--- src/rtl/icache_fill_controller.sv ---
// Instruction-cache miss handler: refills one block from pipelined memory and stalls fetch until it is installed.
// Optional build macro CRITICAL_WORD_FIRST_EN: the fill starts at the missing word, wraps around, and adds critical_word_valid.
module icache_fill_controller #(
  parameter int ADDR_W      = 16,
  parameter int BLOCK_WORDS = 8,
  localparam int OFF_W      = $clog2(BLOCK_WORDS)
) (
  input  logic              clk,
  input  logic              rst,
  input  logic              miss_detected,
  input  logic [ADDR_W-1:0] miss_address,
  input  logic              mem_data_valid,
  input  logic [15:0]       mem_data,
  output logic              fsm_busy,
  output logic              mem_en,
  output logic [ADDR_W-1:0] mem_addr,
  output logic              write_data_array,
  output logic [OFF_W-1:0]  data_word_sel,
  output logic [15:0]       fill_data,
  output logic              write_tag_array,
  output logic              fill_done
`ifdef CRITICAL_WORD_FIRST_EN
  ,
  output logic              critical_word_valid
`endif
);

  localparam int CNT_W  = OFF_W + 1;
  localparam int BASE_W = ADDR_W - OFF_W - 1;
  localparam logic [CNT_W-1:0] BLOCK_CNT = CNT_W'(BLOCK_WORDS);
  localparam logic [CNT_W-1:0] LAST_CNT  = CNT_W'(BLOCK_WORDS - 1);

  typedef enum logic {
    IDLE,
    FILL
  } state_e;

  state_e            state_q, state_d;
  logic [CNT_W-1:0]  issue_cnt_q, issue_cnt_d;
  logic [CNT_W-1:0]  ret_cnt_q, ret_cnt_d;
  logic [BASE_W-1:0] base_q, base_d;
  logic [OFF_W-1:0]  start_idx;
  logic [OFF_W-1:0]  issue_idx;
  logic [OFF_W-1:0]  ret_idx;
  logic              unused_addr_bits;

`ifdef CRITICAL_WORD_FIRST_EN
  logic [OFF_W-1:0]  off0_q, off0_d;

  assign start_idx        = off0_q;
  assign unused_addr_bits = miss_address[0];
`else
  assign start_idx        = '0;
  assign unused_addr_bits = ^miss_address[OFF_W:0];
`endif

  // Word indices are OFF_W wide, so the add wraps modulo the block size.
  assign issue_idx = issue_cnt_q[OFF_W-1:0] + start_idx;
  assign ret_idx   = ret_cnt_q[OFF_W-1:0] + start_idx;
  assign fill_data = mem_data;

  always_ff @(posedge clk) begin
    // NOTE: state registers use non-blocking assignments so every flop samples pre-edge values.
    if (rst) begin
      state_q     <= IDLE;
      issue_cnt_q <= '0;
      ret_cnt_q   <= '0;
      base_q      <= '0;
`ifdef CRITICAL_WORD_FIRST_EN
      off0_q      <= '0;
`endif
    end else begin
      state_q     <= state_d;
      issue_cnt_q <= issue_cnt_d;
      ret_cnt_q   <= ret_cnt_d;
      base_q      <= base_d;
`ifdef CRITICAL_WORD_FIRST_EN
      off0_q      <= off0_d;
`endif
    end
  end

  always_comb begin
    // NOTE: every output and next-state value gets a default first, so no path can infer a latch.
    state_d          = state_q;
    issue_cnt_d      = issue_cnt_q;
    ret_cnt_d        = ret_cnt_q;
    base_d           = base_q;
    fsm_busy         = 1'b0;
    mem_en           = 1'b0;
    mem_addr         = '0;
    write_data_array = 1'b0;
    data_word_sel    = '0;
    write_tag_array  = 1'b0;
    fill_done        = 1'b0;
`ifdef CRITICAL_WORD_FIRST_EN
    off0_d              = off0_q;
    critical_word_valid = 1'b0;
`endif

    case (state_q)
      IDLE: begin
        // Stall fetch in the miss cycle itself; returns arriving here are stale and dropped.
        fsm_busy = miss_detected;
        if (miss_detected) begin
          base_d      = miss_address[ADDR_W-1:OFF_W+1];
          issue_cnt_d = '0;
          ret_cnt_d   = '0;
          state_d     = FILL;
`ifdef CRITICAL_WORD_FIRST_EN
          off0_d      = miss_address[OFF_W:1];
`endif
        end
      end

      FILL: begin
        fsm_busy = 1'b1;

        if (issue_cnt_q < BLOCK_CNT) begin
          mem_en      = 1'b1;
          mem_addr    = {base_q, issue_idx, 1'b0};
          issue_cnt_d = issue_cnt_q + 1'b1;
        end

        // Returns arrive in request order, so the return counter alone picks the target word.
        if (mem_data_valid && (ret_cnt_q < BLOCK_CNT)) begin
          write_data_array = 1'b1;
          data_word_sel    = ret_idx;
          ret_cnt_d        = ret_cnt_q + 1'b1;
`ifdef CRITICAL_WORD_FIRST_EN
          critical_word_valid = (ret_cnt_q == '0);
`endif
          if (ret_cnt_q == LAST_CNT) begin
            write_tag_array = 1'b1;
            fill_done       = 1'b1;
            state_d         = IDLE;
          end
        end
      end
    endcase
  end

endmodule
--- config.mk ---
export PLATFORM = sky130hd
export DESIGN_NAME = icache_fill_controller
export DESIGN_NICKNAME = d
export VERILOG_FILES = /design/src/rtl/icache_fill_controller.sv
export SDC_FILE = /design/constraint.sdc
export NUM_CORES = 1
export LEC_CHECK = 0
export ABC_AREA = 1
export CORE_UTILIZATION = 35
export DETAILED_ROUTE_END_ITERATION = 16
export HOLD_SLACK_MARGIN = 0.02
export MAX_ROUTING_LAYER = met4
export PLACE_DENSITY = 0.8
export SKIP_LAST_GASP = 1
export SLEW_MARGIN = 5
export SYNTH_ARGS = -nofsm -noshare
export SYNTH_HDL_FRONTEND = slang
export SYNTH_SLANG_ARGS = --single-unit
export TNS_END_PERCENT = 100
--- constraint.sdc ---
create_clock -name clk -period 1.9 [get_ports clk]
set_clock_uncertainty 0.1 [all_clocks]
set_input_delay 0.475 -clock clk [delete_from_list [all_inputs] [get_ports clk]]
set_output_delay 0.475 -clock clk [all_outputs]
set_load 0.01 [all_outputs]
# Yosys cells after proc, flatten, opt, wreduce, memory -nomap -nowiden

Cells that the tools add are included.

Equal/unequal tests: 4
Bitwise logic cells: 1
$add $sub $neg: 2
Reductions and logical operators: 4
$lt $le $gt $ge: 2
Muxes and demuxes: 21

Operators by type and width:

| cell                                                                   | count |
|---|---|
| 16-bit two-way mux                                                     | 2 |
| 4-bit case mux with 2 select lines                                     | 2 |
| 4-bit two-way mux                                                      | 3 |
| 1-bit two-way mux                                                      | 10 |
| 4-bit by 1-bit adder with 4-bit output (second input constant)         | 2 |
| 4-bit < comparator (second input constant)                             | 2 |
| 3-bit two-way mux                                                      | 2 |
| 2-bit AND reduction                                                    | 3 |
| 4-bit by 3-bit equality test with 1-bit output (second input constant) | 1 |
| 2-bit by 1-bit != test with 1-bit output (second input constant)       | 2 |
| 1-bit case mux with 2 select lines                                     | 2 |
| 2-bit != test (second input constant)                                  | 1 |
| 1-bit logical AND                                                      | 1 |
| 1-bit NOT                                                              | 1 |

Flip-flop bits (word level): 21
Word-level logic and storage cells: 38
Bits of input ports: 36
Output and inout bits: 40

# Longest topological paths before layout

Gate-level depths: netlist (run 1).

Depth after elaboration: 4
Mapped depth: 7
Depth with buffers taken out: 6

# Worst setup path before layout (run 1)

No wires, ideal clock.

Path type: input-to-output
Start: input port mem_data_valid
End: output port write_tag_array
Data required time: 1.325 ns
Path slack: 0.198 ns
Stages on the path: 5
Path buffers: 1
Arrival: 1.127 ns
Cell sequence: nand2_1 nor2_1 nand3_1 inv_1 buf_4

Word-level cells in the longest chain between the ends: 3

Ends and longest elaborated chain:

| element                        | line | RTL |
|---|---|---|
| start: declaration             | 12   | `input logic mem_data_valid,` |
| 1-bit logical AND              | 126  | `if (mem_data_valid && (ret_cnt_q < BLOCK_CNT)) begin` |
| 1-bit two-way mux (2 in a row) | n/a  |  |
| end: declaration               | 20   | `output logic write_tag_array,` |

Every way passes these cells.

# Worst setup path in the final report (run 1)

Start: register state_q
End: output port write_data_array

Word-level cells in the longest chain between the ends: 1

Ends and longest elaborated chain:

| element                  | line | RTL |
|---|---|---|
| start: declaration       | 38   | `state_e state_q, state_d;` |
| start signal: assignment | 73   | `state_q <= state_d;` |
| 1-bit two-way mux        | 101  | `case (state_q)` |
| end: declaration         | 17   | `output logic write_data_array,` |

Every way passes these cells.

==> impl_metrics.yaml, run 1 <==
floorplanning:
  start_util_pct: 36.6
  die_x_um: 58.2
  core_area_mm2: 0.00303
  pin_count: 76
  rows: 20
  die_h_um: 58.2
  dieArea_mm2: 0.00339
synth:
  synth_cells: 156
  synthDistinctLibCells: 19
  avgSynthCellArea_um2: 7.10
  synth.ff_latch_count: 21
  syn_nets: 194
  synthAdderAreaFrac_pct: 2.26
  yosysWarnings: 0
  muxShareOfSynthArea_pct: 0
  synth-simple-area-share_pct: 18.6
  ys_seq_area_share_pct: 38.0
  synthXorXnorAreaFrac_pct: 0
  synth_top_family_by_area: "buffers and inverters"
  synth_compound_area_share_pct: 14.5
  synth_area_mm2: 0.00111
detailed_routing:
  wl_per_cell_um: 9.66
  vias: 999
  routed_wl_um: 2240
  dr.first_iter.drc_count: 32
  route.antenna.remaining_nets: 0
  viasPerCell: 4.31
  drc: 0
  first_pass_iters: 4
placement:
  numPortBuffers: 38
  hpwlAfterDp_um: 1550
  place_ws_ns: -0.587
  gp_congestion: 0.774
global_route:
  grt_pass1_wl_um: 3620
  antenna_found_initial: 0
  grt_usage_pct: 14.5
  grt_pass1_vias: 880
  overflow: 0
  grt_start_max_net_pins: 31
cts:
  cts_tree: "yes"
  hold_buffers: 0
  clkSlewWorstSetupHoldPaths_ns: 0.11
  cts.sinks: 21
  ctsLongestPathBuffers: 2
  h-tree-depth: 1
  numCtsBuffers: 3
  cts-root-buf: "clkbuf_4"
  clock_latency_ns: 0.30
sta:
  whs_ns: 0.362
  clock.fmax_mhz: 529
  rsz0062_at_grt: "yes"
  setup_viol: 0
  maxSlewHeadroom_pct: 65.9
  worstMarginPinSlew_ns: 0.510
  fin_crit_ns: 1.89
  hold_viol: 0
  layout_setup_ws_ns: 0.00868
  tns_ns: 0
  drv_slew: 0
  fin_crit_sh_pct: 99.5
pwr:
  peakVddDrop_v: 0.000431
  power.leakage_nw: 0.673
  power.density_mw_per_mm2: 612
  finalPower_w: 0.000873
final_layout:
  diodes: 0
  synthToLayoutAreaGrowth_pct: 28.7
  fin_nets: 227
  drive_gt1_share_pct: 26.1
  fill_cells: 311
  utilization_pct: 47.1
job:
  cap_violations: 0
status:
  status: "finished clean"
worst_setup_path:
  startpoint: "state_q"
  rr_startpoint: "state_q"
  r2r_setup_slack_ns: 0.74
  path_class: "reg -> out"
  critical_path.max_fanout: 3
  crit_path_end: "write_data_array"
  ff2ff_path_depth: 6
  crit_required_ns: 1.32
  crit_path_end_kind: "output port"
  worstReg2RegEnd: "base_q[9]"
  start_kind: "flip-flop"
  cp_data_arrival_time_ns: 1.32
hold_path:
  hold_class: "reg -> reg"
==> worst min-delay path by stage <==
| stage | end | cells past startpoint | startpoint |
|---|---|---|---|
| 3_5_place_dp | base_q[11] | 2 | base_q[11] |
| 3_3_place_gp | base_q[1] | 2 | base_q[1] |
| 2_1_floorplan | base_q[0] | 2 | base_q[0] |
| 6_report | base_q[7] | 2 | base_q[7] |
| 5_1_grt | base_q[7] | 2 | base_q[7] |
| 4_1_cts | base_q[7] | 2 | base_q[7] |
==> report_power, final <==
| part | internal [W] | total (W) | switching [W] | leakage, nW |
|---|---|---|---|---|
| sequential | 0.000467 | 0.000476 | 0.00000940 | 0.173 |
| combinational | 0.0000915 | 0.000182 | 0.0000902 | 0.485 |
| clock | 0.0000819 | 0.000215 | 0.000133 | 0.0150 |
| total | 0.000640 | 0.000873 | 0.000232 | 0.673 |
==> worst max-delay path, stage by stage (launching register included) <==
cell and delay, ns:
dfxtp_2 0.36, buf_4 0.12, nand2_1 0.06, nor2_2 0.14, buf_4 0.14, buf_4 0.09, clkbuf_2 0.11
==> layout by cell type (no fill, tap or decap), types with 3 or more instances in the layout <==
master,netlist,layout
dfxtp_1,21,20
a21oi_1,14,14
nand2_1,15,15
clkdlybuf4s50_1,0,14
nor2_1,24,23
o21ai_0,15,15
inv_1,27,26
buf_4,19,12
clkbuf_2,0,18
clkbuf_4,0,3
==> stage by stage <==
stage / instances / instance area [µm²]
2_1_floorplan: 156 / 1110
3_3_place_gp: 225 / 1460
3_5_place_dp: 225 / 1460
4_1_cts: 231 / 1480
5_1_grt: 232 / 1430
6_report: 232 / 1430
==> sequential cells by signal, summed over array words and instances (netlist names) <==
| register | cells |
|---|---|
| base_q | 12 |
| issue_cnt_q | 4 |
| ret_cnt_q | 4 |
| state_q | 1 |
==> cells in the mapped netlist <==
cell	instances	area share, %
a21oi_1	14	6.3
buf_2	2	0.90
buf_4	19	13
buf_6	3	3.1
conb_1	1	0.34
dfxtp_1	21	38
ha_1	2	2.3
inv_1	27	9.2
inv_2	1	0.34
nand2_1	15	5.1
nand2_2	2	1.1
nand3_1	4	1.8
nor2_1	24	8.1
nor2_4	1	1.0
nor3_1	2	0.90
o21ai_0	15	6.8
o21ai_2	1	0.79
o22ai_1	1	0.57
or2_2	1	0.57
==> cell type report <==
| cell class | instances | area [µm²] | share of cell area [%] |
|---|---|---|---|
| Timing Repair Buffer | 52 | 409 | 28.7 |
| Sequential cell | 21 | 422 | 29.6 |
| Clock buffer | 4 | 26.3 | 1.84 |
| Multi-Input combinational cell | 83 | 408 | 28.6 |
| Inverter | 28 | 105 | 7.37 |
| Tap cell | 44 | 55.1 | 3.86 |
==> repair_timing <==
item | 4_1_cts | 5_1_grt
gates resized for setup | 33 | 41
pin swaps | 3 | 3
endpoints found under the setup margin | 23 | 23
setup buffers | 2 | 1
==> per-layer routing <==
metal	routed length (µm)	track usage [%]	part of all wire, %
met1	992	15.2	44
met3	138	6.03	6.2
met2	1070	23.8	48
met4	38	6.12	1.7
met5	0	-	0
==> logic make-up after synthesis <==
family          Yosys count
flops                    21
simple gates             49
buf+inv                  52
other cells               1
fa+ha+maj                 2
compound gates           31
(Power assumes the default switching activity.)
==> inputs of run 2 (changes only) <==
TNS_END_PERCENT = not set   (was 100)
clock period = 2.4 ns   (was 1.9 ns; I/O delays follow)
==> run 2 against run 1 <==
Compared with the run above: non-clock buffer count fell by 6; die area stayed put; global-route usage shrank 0.77 points; first-iteration DRC count rose by 13%; clock power decreased by 23%; critical path type unchanged.
==> impl_metrics.yaml, run 2 (synthesis results as in run 1) <==
floorplanning:
  die_h_um: 58.2
  pin_count: 76
  die_x_um: 58.2
  core_area_mm2: 0.00303
  dieArea_mm2: 0.00339
  rows: 20
  start_util_pct: 36.6
detailed_routing:
  wl_per_cell_um: 9.30
  dr.first_iter.drc_count: 36
  route.antenna.remaining_nets: 0
  vias: 964
  first_pass_iters: 4
  drc: 0
  viasPerCell: 4.27
  routed_wl_um: 2100
placement:
  gp_congestion: 0.775
  dpl-instance-area_mm2: 0.00142
  numPortBuffers: 38
  hpwlAfterDp_um: 1500
sta:
  fin_crit_sh_pct: 96.5
  hold_viol: 0
  drv_slew: 0
  clock.fmax_mhz: 432
  tns_ns: 0
  setup_viol: 0
  fin_crit_ns: 2.32
  rsz0062_at_grt: "yes"
worst_setup_path:
  critical_path.max_fanout: 12
  path_class: "reg -> out"
  cp_slowest_stage_delay_ns: 0.54
  crit_chain: "nand2_1 > buf_4 > inv_1 > clkdlybuf4s50_1"
  cp.depth: 4
  cp_data_arrival_time_ns: 1.62
  start_kind: "flip-flop"
  crit_required_ns: 1.70
  path_buf_inv: 3
  critPathTopFamily: "buffers and inverters"
  crit_path_end_kind: "output port"
  ff2ff_path_depth: 4
  slowest_stage: "clkdlybuf4s50_1"
status:
  status: "finished clean"
cts:
  cts-root-buf: "clkbuf_4"
  cts.sinks: 21
  h-tree-depth: 1
  clock_latency_ns: 0.30
  postCtsSetupRepairBufs: 0
  cts_tree: "yes"
  numCtsBuffers: 3
  ctsLongestPathBuffers: 2
  clkSlewWorstSetupHoldPaths_ns: 0.12
  hold_buffers: 0
hold_path:
  whs_path_depth: 2
  hold_class: "reg -> reg"
job:
  cap_violations: 0
final_layout:
  largest-register: "base_q"
  largest_register_ffs: 12
  drive_gt1_share_pct: 13.2
  final_cell_mix: "clkdlybuf4s50_1 (30), inv_1 (27), nor2_1 (23)"
  synthToLayoutAreaGrowth_pct: 29.6
  final_area_mm2: 0.00144
  diodes: 0
  reg_top3: "base_q (12), issue_cnt_q (4), ret_cnt_q (4)"
  fin_nets: 221
  final_common_cell: "clkdlybuf4s50_1"
pwr:
  peakVddDrop_v: 0.000268
  power.leakage_nw: 0.632
  power.density_mw_per_mm2: 473
global_route:
  overflow: 0
  grt_pass1_wl_um: 3480
  grt_start_max_net_pins: 31
  antenna_found_initial: 0
  grt_usage_pct: 13.7
  grt_pass1_vias: 840
[run 2: what timing repair did]
item / CTS / global route
resized for setup: 9 / 8
pin swaps: 0 / 1
endpoints found under the setup margin: 7 / 22
[run 2: per-layer routing]
metal  GRT usage (%)  part of all wire, %  vias to the layer above
met1            15.2                   45                      425
met3            3.57                  5.2                        2
met4            5.10                 0.62                        0
met5               -                    0                        -
li1                -                    -                      510
met2            23.5                   49                       27
[run 2: worst register-to-register path, stage by stage (launching register included)]
cell and delay, ns:
dfxtp_2 0.41, inv_2 0.05, nand2_2 0.36, o21ai_0 0.15
a21oi_1 0.15
[run 2: power breakdown]
| group | total, W | switching, W | internal [W] | leakage, nW |
|---|---|---|---|---|
| Combinational | 0.000135 | 0.0000655 | 0.0000690 | 0.441 |
| Clock | 0.000166 | 0.000104 | 0.0000620 | 0.0177 |
| Sequential | 0.000379 | 0.00000900 | 0.000370 | 0.173 |
| Total | 0.000679 | 0.000178 | 0.000501 | 0.632 |
[run 2: final timing paths]
kind / startpoint / end / slack, ns
min: base_q[1] / base_q[1] / 0.36
min reg2reg: base_q[1] / base_q[1] / 0.36
max reg2reg: state_q / base_q[7] / 1.11
max: state_q / mem_en / 0.08
[run 2: metrics by stage]
stage / power (W) / std cells / hold slack (ns) / util, % / setup WS [ns]
2_1_floorplan: 0.000488 / 156 / 0.329 / - / 0.448
3_3_place_gp: 0.000520 / 222 / 0.341 / 46.8 / -0.334
3_5_place_dp: 0.000523 / 222 / 0.346 / 46.8 / -0.336
4_1_cts: 0.000692 / 226 / 0.365 / 47.5 / -0.0287
5_1_grt: 0.000722 / 226 / 0.379 / 47.4 / -0.00927
6_report: 0.000679 / 226 / 0.361 / 47.4 / 0.0842
[run 2: layout make-up]
cell class / count / area (µm²)
fill: 325 / 1590
timing repair buffer: 46 / 423
sequential: 21 / 422
multi-input combinational: 83 / 403
inverter: 28 / 105
tap: 44 / 55.1
clock buffer: 3 / 22.5
clock inverter: 1 / 5.00
==> inputs of run 3 (changes only) <==
ABC_AREA = not set   (was 1)
PLACE_DENSITY = 0.79   (was 0.8)
==> run 3 against run 2 <==
Compared with the run above: die area is 1.5% higher; critical path depth stayed put; final area is 12% higher; first-iteration DRC count is 39% lower.
==> impl_metrics.yaml, run 3 <==
status:
  status: "finished clean"
placement:
  dpl-instance-area_mm2: 0.00142
  hpwlAfterDp_um: 1560
  gp_congestion: 0.810
  numPortBuffers: 38
cts:
  cts.sinks: 21
  ctsLongestPathBuffers: 2
  cts_tree: "yes"
  numCtsBuffers: 3
  clkSlewWorstSetupHoldPaths_ns: 0.11
  cts-root-buf: "clkbuf_4"
  clock_latency_ns: 0.29
  h-tree-depth: 1
final_layout:
  largest_register_ffs: 12
  reg_top3: "base_q (12), issue_cnt_q (4), ret_cnt_q (4)"
  fill_cells: 288
  drive_gt1_share_pct: 24.3
  utilization_pct: 52.7
  final_area_mm2: 0.00161
  final_common_cell: "nand2_1"
  synthToLayoutAreaGrowth_pct: 43.0
  diodes: 0
  final_cell_mix: "nand2_1 (26), clkdlybuf4s50_1 (25), buf_4 (23)"
  largest-register: "base_q"
  fin_nets: 216
pwr:
  power.leakage_nw: 0.745
  peakVddDrop_v: 0.000192
  power.density_mw_per_mm2: 423
detailed_routing:
  vias: 1023
  drc: 0
  route.antenna.remaining_nets: 0
  viasPerCell: 4.63
  dr.first_iter.drc_count: 22
  wl_per_cell_um: 11.5
  first_pass_iters: 4
  routed_wl_um: 2550
sta:
  fin_crit_ns: 2.31
  worstMarginPinSlew_ns: 0.549
  hold_viol: 0
  maxSlewHeadroom_pct: 63.3
  setup_viol: 0
  clock.fmax_mhz: 432
  fin_crit_sh_pct: 96.4
  drv_slew: 0
synth:
  synth.top_cells.by_count: "nand2_1 (26), dfxtp_1 (21), buf_4 (19)"
  async_flop_share_pct: 0
  synth_top_area_share_pct: 37.4
  yosysMostFrequentCell: "nand2_1"
  syn_nets: 173
  synth-edff-count: 0
  yosys_most_used_dff: "dfxtp_1"
  ys_seq_area_share_pct: 37.4
  yosysTopAreaCell: "dfxtp_1"
  synthDistinctLibCells: 27
  synth_area_leaders: "dfxtp_1 (37%), buf_4 (13%), and2_1 (10%)"
  synth.ff_latch_count: 21
  synth_area_mm2: 0.00112
  synth_cells: 135
  avgSynthCellArea_um2: 8.33
  yosysWarnings: 0
worst_setup_path:
  startpoint: "issue_cnt_q[3]"
  crit_required_ns: 1.70
  path_class: "reg -> out"
  ff2ff_path_depth: 13
  cp_data_arrival_time_ns: 1.61
  worstReg2RegEnd: "ret_cnt_q[0]"
  crit_path_end: "mem_addr[15]"
  rr_startpoint: "ret_cnt_q[3]"
  r2r_setup_slack_ns: 0.35
  critical_path.max_fanout: 5
  start_kind: "flip-flop"
  crit_path_end_kind: "output port"
hold_path:
  hold_class: "reg -> reg"
  whs_path_depth: 2
global_route:
  grt_start_max_net_pins: 19
  overflow: 0
  grt_usage_pct: 14.8
  antenna_found_initial: 0
  grt_pass1_vias: 939
  grt_pass1_wl_um: 3790
floorplanning:
  die_x_um: 58.7
  start_util_pct: 36.8
  pin_count: 76
  core_area_mm2: 0.00305
  die_h_um: 58.7
  rows: 20
  dieArea_mm2: 0.00344
job:
  cap_violations: 0
==> run 3: worst min-delay path by stage <==
stage	to	startpoint	slack, ns
floorplan	base_q[0]	base_q[0]	0.33
global placement	base_q[7]	base_q[7]	0.34
detailed placement	base_q[9]	base_q[9]	0.34
CTS	base_q[9]	base_q[9]	0.36
global route	base_q[11]	base_q[11]	0.38
finish	base_q[8]	base_q[8]	0.36
==> run 3: layout make-up <==
cell class	count	area, µm²	share of cell area, %
Timing Repair Buffer	61	564	35.1
Inverter	3	15.0	0.933
Multi-Input combinational cell	86	510	31.7
Clock buffer	4	26.3	1.63
Sequential cell	21	423	26.3
Timing Repair inverter	2	15.0	0.933
Tap cell	44	55.1	3.42
==> run 3: through the flow <==
step           std cells  total power (W)  hold WS (ns)  worst slack (ns)  setup TNS, ns
2_1_floorplan        135         0.000473         0.332             0.427              0
4_1_cts              214         0.000670         0.358           -0.0368        -0.0368
5_1_grt              221         0.000717         0.379           -0.0123        -0.0542
6_report             221         0.000681         0.358            0.0857              0
3_3_place_gp         199         0.000493         0.337            -0.311          -1.69
3_5_place_dp         199         0.000497         0.343            -0.335          -1.80
==> run 3: timing repair <==
action                                  4_1_cts  5_1_grt
hold buffers                                  0        0
setup buffers                                10        6
endpoints found under the setup margin       23       21
resized for setup                            20       10
cloned                                        1        1
pin swaps                                     1        1
==> run 3: layer usage <==
metal | vias to the layer above | track usage, % | part of all wire [%]
met3 | 8 | 3.74 | 7.8
met4 | 0 | 9.86 | 3.0
met2 | 45 | 25.3 | 48
met5 | - | - | 0
met1 | 467 | 14.9 | 41
li1 | 503 | - | -
==> run 3: power breakdown <==
part / internal, W / switching (W)
Clock: 0.0000646 / 0.0000985
Combinational: 0.0000802 / 0.0000630
Sequential: 0.000364 / 0.0000105
Total: 0.000509 / 0.000172
==> run 3: cells by family after synthesis <==
family,after synthesis,share of synthesized area (%)
simple gates,63,30.8
flops,21,37.4
buf+inv,28,18.1
fa+ha+maj,2,2.22
xor+xnor,1,0.779
other cells,1,0.333
compound gates,19,10.3
==> run 3: critical path, stage by stage, from the launching register on <==
cell and delay (ns):
dfxtp_2 0.35, nand2b_4 0.18, clkinvlp_4 0.15, and2_1 0.18, clkdlybuf4s50_1 0.47
